### src/rtl/fighter_pkg.sv
// rtl/fighter_pkg.sv - shared player action codes and attack decode for the fighter core
package fighter_pkg;

   localparam logic [2:0] IDLE    = 3'b000;
   localparam logic [2:0] MOVE    = 3'b001;
   localparam logic [2:0] JUMP    = 3'b010;
   localparam logic [2:0] BLOCK   = 3'b011;
   localparam logic [2:0] ATTACK1 = 3'b100;
   localparam logic [2:0] ATTACK2 = 3'b101;
   localparam logic [2:0] HIT     = 3'b111;

   function automatic logic is_attack(input logic [2:0] action);
      return (action == ATTACK1) || (action == ATTACK2);
   endfunction

endpackage

### src/rtl/hit_channel.sv
// rtl/hit_channel.sv - one attack direction: hitbox select, overlap test, hit-once latch, hit/block decode
module hit_channel
   import fighter_pkg::*;
#(
   parameter int                           POS_WIDTH   = 10,
   parameter int                           NUM_ATK     = 2,
   parameter int                           IDX_W       = 1,
   parameter int                           DMG_WIDTH   = 4,
   parameter logic [NUM_ATK*DMG_WIDTH-1:0] ATK_DAMAGE  = {4'd5, 4'd3},
   parameter int                           CHIP_DAMAGE = 1
) (
   input  logic                           clk,
   input  logic                           rst_n,
   input  logic                           frame_tick,
   input  logic [2:0]                     atk_action,
   input  logic [IDX_W-1:0]               atk_idx,
   input  logic [NUM_ATK*POS_WIDTH-1:0]   hitbox_left,
   input  logic [NUM_ATK*POS_WIDTH-1:0]   hitbox_right,
   input  logic                           atk_stunned,
   input  logic [2:0]                     def_action,
   input  logic [POS_WIDTH-1:0]           hurt_left,
   input  logic [POS_WIDTH-1:0]           hurt_right,
   output logic                           hit,
   output logic                           block,
   output logic [DMG_WIDTH-1:0]           dmg
);

   localparam logic [DMG_WIDTH-1:0] CHIP_VAL = CHIP_DAMAGE[DMG_WIDTH-1:0];

   logic [POS_WIDTH-1:0] sel_left;
   logic [POS_WIDTH-1:0] sel_right;
   logic [DMG_WIDTH-1:0] sel_dmg;
   logic                 idx_valid;
   logic                 attacking;
   logic                 stale;
   logic                 overlap;
   logic                 connect;
   logic                 connected;
   logic [IDX_W-1:0]     latched_idx;

   // Out-of-range indices select nothing and are treated as not attacking.
   always_comb begin
      sel_left  = '0;
      sel_right = '0;
      sel_dmg   = '0;
      idx_valid = 1'b0;
      for (int k = 0; k < NUM_ATK; k++) begin
         if (int'(atk_idx) == k) begin
            sel_left  = hitbox_left[k*POS_WIDTH +: POS_WIDTH];
            sel_right = hitbox_right[k*POS_WIDTH +: POS_WIDTH];
            sel_dmg   = ATK_DAMAGE[k*DMG_WIDTH +: DMG_WIDTH];
            idx_valid = 1'b1;
         end
      end
   end

   assign attacking = is_attack(atk_action) && idx_valid;
   // A stale latch no longer blocks, so a switched attack may connect this very tick.
   assign stale     = !attacking || (atk_idx != latched_idx);
   assign overlap   = (sel_right >= hurt_left) && (sel_left <= hurt_right);
   assign connect   = frame_tick && attacking && !atk_stunned && overlap && (!connected || stale);

   always_ff @(posedge clk or negedge rst_n) begin
      if (!rst_n) begin
         connected   <= 1'b0;
         latched_idx <= '0;
      end else if (frame_tick) begin
         if (connect) begin
            connected   <= 1'b1;
            latched_idx <= atk_idx;
         end else if (stale) begin
            connected   <= 1'b0;
         end
      end
   end

   assign block = connect && (def_action == BLOCK);
   assign hit   = connect && (def_action != BLOCK);
   assign dmg   = block ? CHIP_VAL : (hit ? sel_dmg : '0);

endmodule

### src/rtl/combat_resolver.sv
// rtl/combat_resolver.sv - two-player hit resolver: both hit channels, stun counters and registered pulses
module combat_resolver #(
   parameter int                           POS_WIDTH   = 10,
   parameter int                           NUM_ATK     = 2,
   parameter int                           DMG_WIDTH   = 4,
   parameter logic [NUM_ATK*DMG_WIDTH-1:0] ATK_DAMAGE  = {4'd5, 4'd3},
   parameter int                           CHIP_DAMAGE = 1,
   parameter int                           STUN_WIDTH  = 6,
   parameter int                           HITSTUN     = 20,
   parameter int                           BLOCKSTUN   = 8,
   localparam int                          IDX_W       = (NUM_ATK > 1) ? $clog2(NUM_ATK) : 1
) (
   input  logic                         clk,
   input  logic                         rst_n,
   input  logic                         frame_tick,
   input  logic [2:0]                   p1_action,
   input  logic [2:0]                   p2_action,
   input  logic [IDX_W-1:0]             p1_atk_idx,
   input  logic [IDX_W-1:0]             p2_atk_idx,
   input  logic [NUM_ATK*POS_WIDTH-1:0] p1_hitbox_left,
   input  logic [NUM_ATK*POS_WIDTH-1:0] p1_hitbox_right,
   input  logic [NUM_ATK*POS_WIDTH-1:0] p2_hitbox_left,
   input  logic [NUM_ATK*POS_WIDTH-1:0] p2_hitbox_right,
   input  logic [POS_WIDTH-1:0]         p1_hurtbox_left,
   input  logic [POS_WIDTH-1:0]         p1_hurtbox_right,
   input  logic [POS_WIDTH-1:0]         p2_hurtbox_left,
   input  logic [POS_WIDTH-1:0]         p2_hurtbox_right,
   output logic                         hit_p1_to_p2,
   output logic                         hit_p2_to_p1,
   output logic                         block_p1_to_p2,
   output logic                         block_p2_to_p1,
   output logic [DMG_WIDTH-1:0]         p1_dmg,
   output logic [DMG_WIDTH-1:0]         p2_dmg,
   output logic                         p1_stunned,
   output logic                         p2_stunned
);

   localparam logic [STUN_WIDTH-1:0] HIT_LOAD = HITSTUN[STUN_WIDTH-1:0];
   localparam logic [STUN_WIDTH-1:0] BLK_LOAD = BLOCKSTUN[STUN_WIDTH-1:0];
   localparam logic [STUN_WIDTH-1:0] STUN_ONE = 1;

   logic                  c12_hit, c12_block, c21_hit, c21_block;
   logic [DMG_WIDTH-1:0]  c12_dmg, c21_dmg;
   logic [STUN_WIDTH-1:0] p1_stun_cnt, p2_stun_cnt;

   // Both channels see the pre-tick stun flags, which is what lets a trade land both ways.
   assign p1_stunned = (p1_stun_cnt != '0);
   assign p2_stunned = (p2_stun_cnt != '0);

   hit_channel #(
      .POS_WIDTH(POS_WIDTH), .NUM_ATK(NUM_ATK), .IDX_W(IDX_W), .DMG_WIDTH(DMG_WIDTH),
      .ATK_DAMAGE(ATK_DAMAGE), .CHIP_DAMAGE(CHIP_DAMAGE)
   ) u_p1_to_p2 (
      .clk(clk), .rst_n(rst_n), .frame_tick(frame_tick),
      .atk_action(p1_action), .atk_idx(p1_atk_idx),
      .hitbox_left(p1_hitbox_left), .hitbox_right(p1_hitbox_right),
      .atk_stunned(p1_stunned), .def_action(p2_action),
      .hurt_left(p2_hurtbox_left), .hurt_right(p2_hurtbox_right),
      .hit(c12_hit), .block(c12_block), .dmg(c12_dmg)
   );

   hit_channel #(
      .POS_WIDTH(POS_WIDTH), .NUM_ATK(NUM_ATK), .IDX_W(IDX_W), .DMG_WIDTH(DMG_WIDTH),
      .ATK_DAMAGE(ATK_DAMAGE), .CHIP_DAMAGE(CHIP_DAMAGE)
   ) u_p2_to_p1 (
      .clk(clk), .rst_n(rst_n), .frame_tick(frame_tick),
      .atk_action(p2_action), .atk_idx(p2_atk_idx),
      .hitbox_left(p2_hitbox_left), .hitbox_right(p2_hitbox_right),
      .atk_stunned(p2_stunned), .def_action(p1_action),
      .hurt_left(p1_hurtbox_left), .hurt_right(p1_hurtbox_right),
      .hit(c21_hit), .block(c21_block), .dmg(c21_dmg)
   );

   function automatic logic [STUN_WIDTH-1:0] stun_next(input logic [STUN_WIDTH-1:0] cnt,
                                                       input logic hit, input logic blk);
      if (hit)             return HIT_LOAD;
      else if (blk)        return BLK_LOAD;
      else if (cnt != '0)  return cnt - STUN_ONE;
      else                 return cnt;
   endfunction

   // Channel outputs are already gated by frame_tick, so these registers pulse for one clock.
   always_ff @(posedge clk or negedge rst_n) begin
      if (!rst_n) begin
         hit_p1_to_p2   <= 1'b0;
         hit_p2_to_p1   <= 1'b0;
         block_p1_to_p2 <= 1'b0;
         block_p2_to_p1 <= 1'b0;
         p1_dmg         <= '0;
         p2_dmg         <= '0;
         p1_stun_cnt    <= '0;
         p2_stun_cnt    <= '0;
      end else begin
         hit_p1_to_p2   <= c12_hit;
         hit_p2_to_p1   <= c21_hit;
         block_p1_to_p2 <= c12_block;
         block_p2_to_p1 <= c21_block;
         p2_dmg         <= c12_dmg;
         p1_dmg         <= c21_dmg;
         if (frame_tick) begin
            p1_stun_cnt <= stun_next(p1_stun_cnt, c21_hit, c21_block);
            p2_stun_cnt <= stun_next(p2_stun_cnt, c12_hit, c12_block);
         end
      end
   end

endmodule
### config.mk
export PLATFORM = sky130hd
export DESIGN_NAME = combat_resolver
export DESIGN_NICKNAME = d
export VERILOG_FILES = /design/src/rtl/fighter_pkg.sv /design/src/rtl/hit_channel.sv /design/src/rtl/combat_resolver.sv
export SDC_FILE = /design/constraint.sdc
export NUM_CORES = 1
export LEC_CHECK = 0
export BUFFER_PORTS_ARGS = -buffer_cell sky130_fd_sc_hd__buf_4
export CORE_MARGIN = 2
export CORE_UTILIZATION = 46
export DETAILED_ROUTE_END_ITERATION = 8
export GPL_TIMING_DRIVEN = 0
export PLACE_DENSITY = 0.82
export SYNTH_ARGS = -nofsm -noshare
export SYNTH_HDL_FRONTEND = slang
export SYNTH_SLANG_ARGS = --single-unit
### constraint.sdc
create_clock -name clk -period 2.7 [get_ports clk]
set_clock_uncertainty 0.1 [all_clocks]
set_input_delay 0.27 -clock clk [delete_from_list [all_inputs] [get_ports clk]]
set_output_delay 0.27 -clock clk [all_outputs]
set_load 0.02 [all_outputs]
# Word level (Yosys, flattened, before mapping)
# Index checks and enable logic that the tools add are counted.
# totals
register_bits	28
input_bits	131
output_inout_bits	14
wordCells	86
# classes
add_sub_neg	2
magnitude_cmp	4
n_eq_ne	10
mux	20
reduce_logical	38
# op_table
op	count
$mux W10	4
$mux W6	6
$ge A10 B10 Y1	2
$le A10 B10 Y1	2
$logic_and A1 B1 Y1	14
$eq A3 B3 Y1 const B	4
$mux W3	4
$reduce_and A2 Y1	6
$reduce_bool A6 Y1	2
$sub A6 B1 Y6 const B	2
$mux W4	2
$eq A3 B2 Y1 const B	2
$logic_not A1 Y1	6
$logic_or A1 B1 Y1	6
$ne A3 B2 Y1 const B	2
$reduce_bool A3 Y1	2
$mux W1	4
$reduce_bool A2 Y1	2
$ne A1 B1 Y1	2

# Longest topological paths before layout
# logic_depth
word_depth	9
depth_mapped	11
mapped_depth_nobuf	8

# Cells and area by module
# From an unflattened synthesis, not the netlist that was laid out.
# unflattened
cells_unflattened	329
hier_area_um2	2980.4
# by_module_without_submodules
module	instances	cells_each	area_each_um2	seq_area_each_um2
combat_resolver	1	98	1084.8	600.6
hit_channel at u_p2_to_p1	1	122	955.9	50.0
hit_channel at u_p1_to_p2	1	109	939.7	50.0

# Worst setup path after synthesis
# Ideal clock, no wire load.
# synth_path
kind	input-to-reg
startpoint	input port p2_atk_idx
endpoint	register p1_stun_cnt[3]
setup_ns	0.125
arrival_time_ns	2.720
t_required_ns	2.475
path_slack_ns	-0.245
stages	10
path_buffers	2
path_cell_list	buf_2 -> clkbuf_1 -> mux2_2 -> ha_1 -> a211oi_2 -> nor2_1 -> nor4_1 -> nor3_1 -> nor4_2 -> mux2_2
# synth_between
elab_chain_cells	8
elab_cells_between_ends	16
classes_between	2 x order compare; 1 x eq/ne; 4 x mux; 9 x reduce/logical
# synth_rtl
element	line_no	text
start, declared	combat_resolver.sv:19	input logic [IDX_W-1:0] p2_atk_idx,
$mux W10	hit_channel.sv:48	if (int'(atk_idx) == k) begin
$ge A10 B10 Y1 or $le A10 B10 Y1 (tied branches)	hit_channel.sv:60	assign overlap = (sel_right >= hurt_left) && (sel_left <= hurt_right);
$logic_and A1 B1 Y1	hit_channel.sv:60	
$logic_and A1 B1 Y1	hit_channel.sv:61	assign connect = frame_tick && attacking && !atk_stunned && overlap && (!connected || stale);
$logic_and A1 B1 Y1 (*)	hit_channel.sv:61	
$logic_and A1 B1 Y1, on equally long branches	hit_channel.sv:78, hit_channel.sv:77	
$reduce_bool A3 Y1 (no line) or $mux W6 (tied branches)	n/a	
$reduce_and A2 Y1 (no line) or $mux W6 (tied branches)	n/a	
end signal, assigned	combat_resolver.sv:101	p1_stun_cnt <= stun_next(p1_stun_cnt, c21_hit, c21_block);
end, declared	combat_resolver.sv:44	logic [STUN_WIDTH-1:0] p1_stun_cnt, p2_stun_cnt;
# Mark *: on every way between the ends. The rest lies on a longest branch, timed or not.
# A chain may end at the register's enable or synchronous reset.

# Final worst setup path
# layout_path
startpoint	input port p1_atk_idx
endpoint	register p2_stun_cnt[3]
# layout_between
elab_chain_cells	8
elab_cells_between_ends	16
classes_between	2 x order compare; 1 x eq/ne; 4 x mux; 9 x reduce/logical
# layout_rtl
element	line_no	text
start, declared	combat_resolver.sv:18	input logic [IDX_W-1:0] p1_atk_idx,
$mux W10	hit_channel.sv:48	
$ge A10 B10 Y1 or $le A10 B10 Y1 (tied branches)	hit_channel.sv:60	
$logic_and A1 B1 Y1	hit_channel.sv:60	
$logic_and A1 B1 Y1	hit_channel.sv:61	
$logic_and A1 B1 Y1 (*)	hit_channel.sv:61	
$logic_and A1 B1 Y1, on equally long branches	hit_channel.sv:78, hit_channel.sv:77	
$reduce_bool A3 Y1 (no line) or $mux W6 (tied branches)	n/a	
$reduce_and A2 Y1 (no line) or $mux W6 (tied branches)	n/a	
end signal, assigned	combat_resolver.sv:102	p2_stun_cnt <= stun_next(p2_stun_cnt, c12_hit, c12_block);
end, declared	combat_resolver.sv:44	
# Marks and branches as above.

==> metrics.csv <==
stage,metric,value,unit
synth,cell with the most instances after synthesis,inv_1,
synth,"FFs w/ async S/R, synth",1.00,
cts,clock latency on the worst-skew pair,270,ps
global_routing,largest net degree at the start of global routing,27,
synth,sequential area share after synthesis,0.243,
place,post-DP HPWL,5.87,mm
critical_path,CP required,2770,ps
timing,RSZ-0062 raised after global routing,false,
power,VDD IR max,0.390,mV
power,Leak Pwr,2.12,nW
timing,Max Fclk,0.387,GHz
cts,CTS H-tree lvls,1,
outcome,status,completed,
synth,Post-synth EDFFs,0,
place,final RePlAce weighted congestion,0.807,
place,pre-CTS WS,-373,ps
critical_path,CP Class,in2reg,
floorplanning,Core ar.,5570,um2
synth,ranking of synthesized cells by area,"dfrtp_1 (24%), ha_1 (20%), mux2_2 (17%)",
synth,Mapped Cells,292,
routing,Post-route DRC,0,
timing,Slew Limit Fails,0,
synth,"top cells by count, synth","inv_1 (48), ha_1 (42), mux2_2 (40)",
synth,Most used DFF post-synth,dfrtp_1,
routing,wire per inst,13.3,um
place,PortBufs,140,
timing,period utilization,0.958,
finish,P&R area growth vs syn,48.2,%
timing,setup tns final,0,ps
place,Placed Area,3840,um2
global_routing,first-pass GRT wire length,11.4,mm
finish,layout cells sized above 1,0.472,
global_routing,total track usage,0.216,
cts,CTS tree,done,
synth,Yosys top cell by area,dfrtp_1,
routing,WL final,6.83,mm
cts,clock root cell,clkbuf_8,
finish,Non-Filler Instances,513,
timing,slew at the pin closest to its max-slew limit,632,ps
routing,vias per cell,5.07,
floorplanning,Starting Density,0.480,
critical_path,CP Launch Type,primary input,
timing,fin worst setup slack,113,ps
timing,crit path time final,2590,ps
finish,antenna diode count,0,
floorplanning,Die X,80.3,um
synth,"flops & latches, synth",26,
finish,fin area,3970,um2
routing,via count,2599,
routing,Final ANT Viol Nets,0,
routing,1st-iter DRT viols,57,
finish,final core utilization,0.712,
timing,final hold vios,0,
floorplanning,Rows,27,
timing,# setup viols final,0,
synth,Mapped Area,2680,um2
global_routing,initial antenna violation count,0,
global_routing,GRT overflow,0,
power,total design power,1.61,mW
cts,CTS Sinks,26,
routing,Initial DRT Pass Iterations,4,
cts,Clock Tree Buf Depth,2,
floorplanning,Die Span Y,80.3,um
synth,synth warn,0,
critical_path,CP Max Fanout,10,
synth,Mapped Avg Cell Area,9.17,um2
cts,clk slew on worst S/H paths,90,ps
finish,fin nets,615,
critical_path,CP Capture Type,flip-flop,
floorplanning,# IOs,145,
power,pwr/cell area,406,nW/um2
global_routing,number of global-route vias before repair,2711,
floorplanning,Die ar.,6440,um2
timing,Max-slew headroom,0.573,
flow_run,max-cap violation count,0,
hold_path,Hold Path Class,in2reg,
synth,Synth top area share,0.243,
cts,total CTS buffers,3,
place,placed cells,505,
timing,Hold Slack,79.5,ps
critical_path,Worst Path Arrival,2650,ps
synth,Synth cell types,42,
layout by cell type (no fill, tap or decap), drive strengths merged, types with 2 or more instances in the layout:
cell type | netlist | layout
buf | 6 | 150
mux2 | 40 | 40
a21oi | 14 | 14
nand2b | 4 | 4
nor2 | 10 | 10
a31oi | 2 | 2
conb | 1 | 2
nor4 | 5 | 5
or3 | 2 | 2
a41oi | 3 | 3
xor2 | 3 | 3
inv | 49 | 49
nand2 | 12 | 12
mux2i | 9 | 9
a21o | 4 | 4
nand3 | 2 | 2
nor2b | 4 | 4
nor3b | 2 | 2
o21ai | 8 | 8
ha | 42 | 42
nand4 | 9 | 9
clkbuf | 4 | 6
dfrtp | 26 | 26
or4 | 2 | 2
and2 | 4 | 4
nor3 | 8 | 8
xnor2 | 9 | 9
a211oi | 2 | 2
registers in the layout, summed over array words and instances (netlist names):
name,cells
p1_dmg,3
u_p2_to_p1.connected,1
hit_p1_to_p2,1
u_p1_to_p2.latched_idx,1
u_p2_to_p1.latched_idx,1
p2_dmg,3
block_p2_to_p1,1
u_p1_to_p2.connected,1
hit_p2_to_p1,1
block_p1_to_p2,1
p2_stun_cnt,6
p1_stun_cnt,6
critical path, cell delays in order:
cell and delay [ps]:
buf_2 180, buf_8 160, mux2_2 350, ha_1 290, and4_1 210, or3b_2 440
a31oi_1 210, a311o_2 200, mux2_2 340
cells by family (layout without fill, tap and decap cells):
group,count (synthesis),in the layout,synth area share
AO/OA/AOI/OAI,36,36,0.0851
XOR/XNOR,12,12,0.0393
adder cells (fa/ha/maj),42,42,0.196
buffers and inverters,59,207,0.0884
flip-flops,26,26,0.243
multiplexers,49,49,0.202
other,1,2,0.00140
AND/OR/NAND/NOR,67,67,0.144
where the power goes:
part | switching, mW | internal [mW]
registers | 0.0971 | 0.488
clock network | 0.124 | 0.198
logic | 0.295 | 0.409
total | 0.516 | 1.10
routing by layer:
| metal | GRT usage | vias up | share of wire |
|---|---|---|---|
| met3 | 0.0483 | 6 | 0.079 |
| met1 | 0.240 | 1182 | 0.38 |
| li1 | - | 1306 | - |
| met4 | 0.0424 | 0 | 0.011 |
| met5 | 0 | - | 0 |
| met2 | 0.415 | 105 | 0.53 |
final timing paths:
kind,startpoint,to,slack (ps),cells past startpoint
setup / recovery,p1_atk_idx,p2_stun_cnt[3]$_DFFE_PN0P_,110,9
min in group asynchronous,rst_n,p1_stun_cnt[0]$_DFFE_PN0P_,340,2
hold / removal,p2_action[2],block_p1_to_p2$_DFF_PN0_,80,2
setup reg to reg,p1_stun_cnt[0]$_DFFE_PN0P_,block_p1_to_p2$_DFF_PN0_,530,8
max in group asynchronous,rst_n,p1_dmg[2]$_DFF_PN0_,1910,2
hold reg to reg,u_p2_to_p1.connected$_DFFE_PN0P_,u_p2_to_p1.connected$_DFFE_PN0P_,440,2
what timing repair did:
action / CTS / global route
setup endpoints to repair: 10 / 13
buffers inserted: 1 / 2
pin swaps: 1 / 4
gates cloned: 0 / 0
resized for setup: 3 / 7
endpoints found under the hold margin: 26 / 0
hold buffers: 1 / 0
layout make-up:
cell class                      count  area (um2)
Clock buffer                        3        41.3
Buffer                             10        90.1
Tap cell                           72        90.1
Sequential cell                    26         651
Multi-Input combinational cell    208        1800
Fill cell                         408        1610
Clock inverter                      1        30.0
Timing Repair Buffer              144        1080
Inverter                           49         184
No activity file was read; power rests on OpenSTA's default activity.
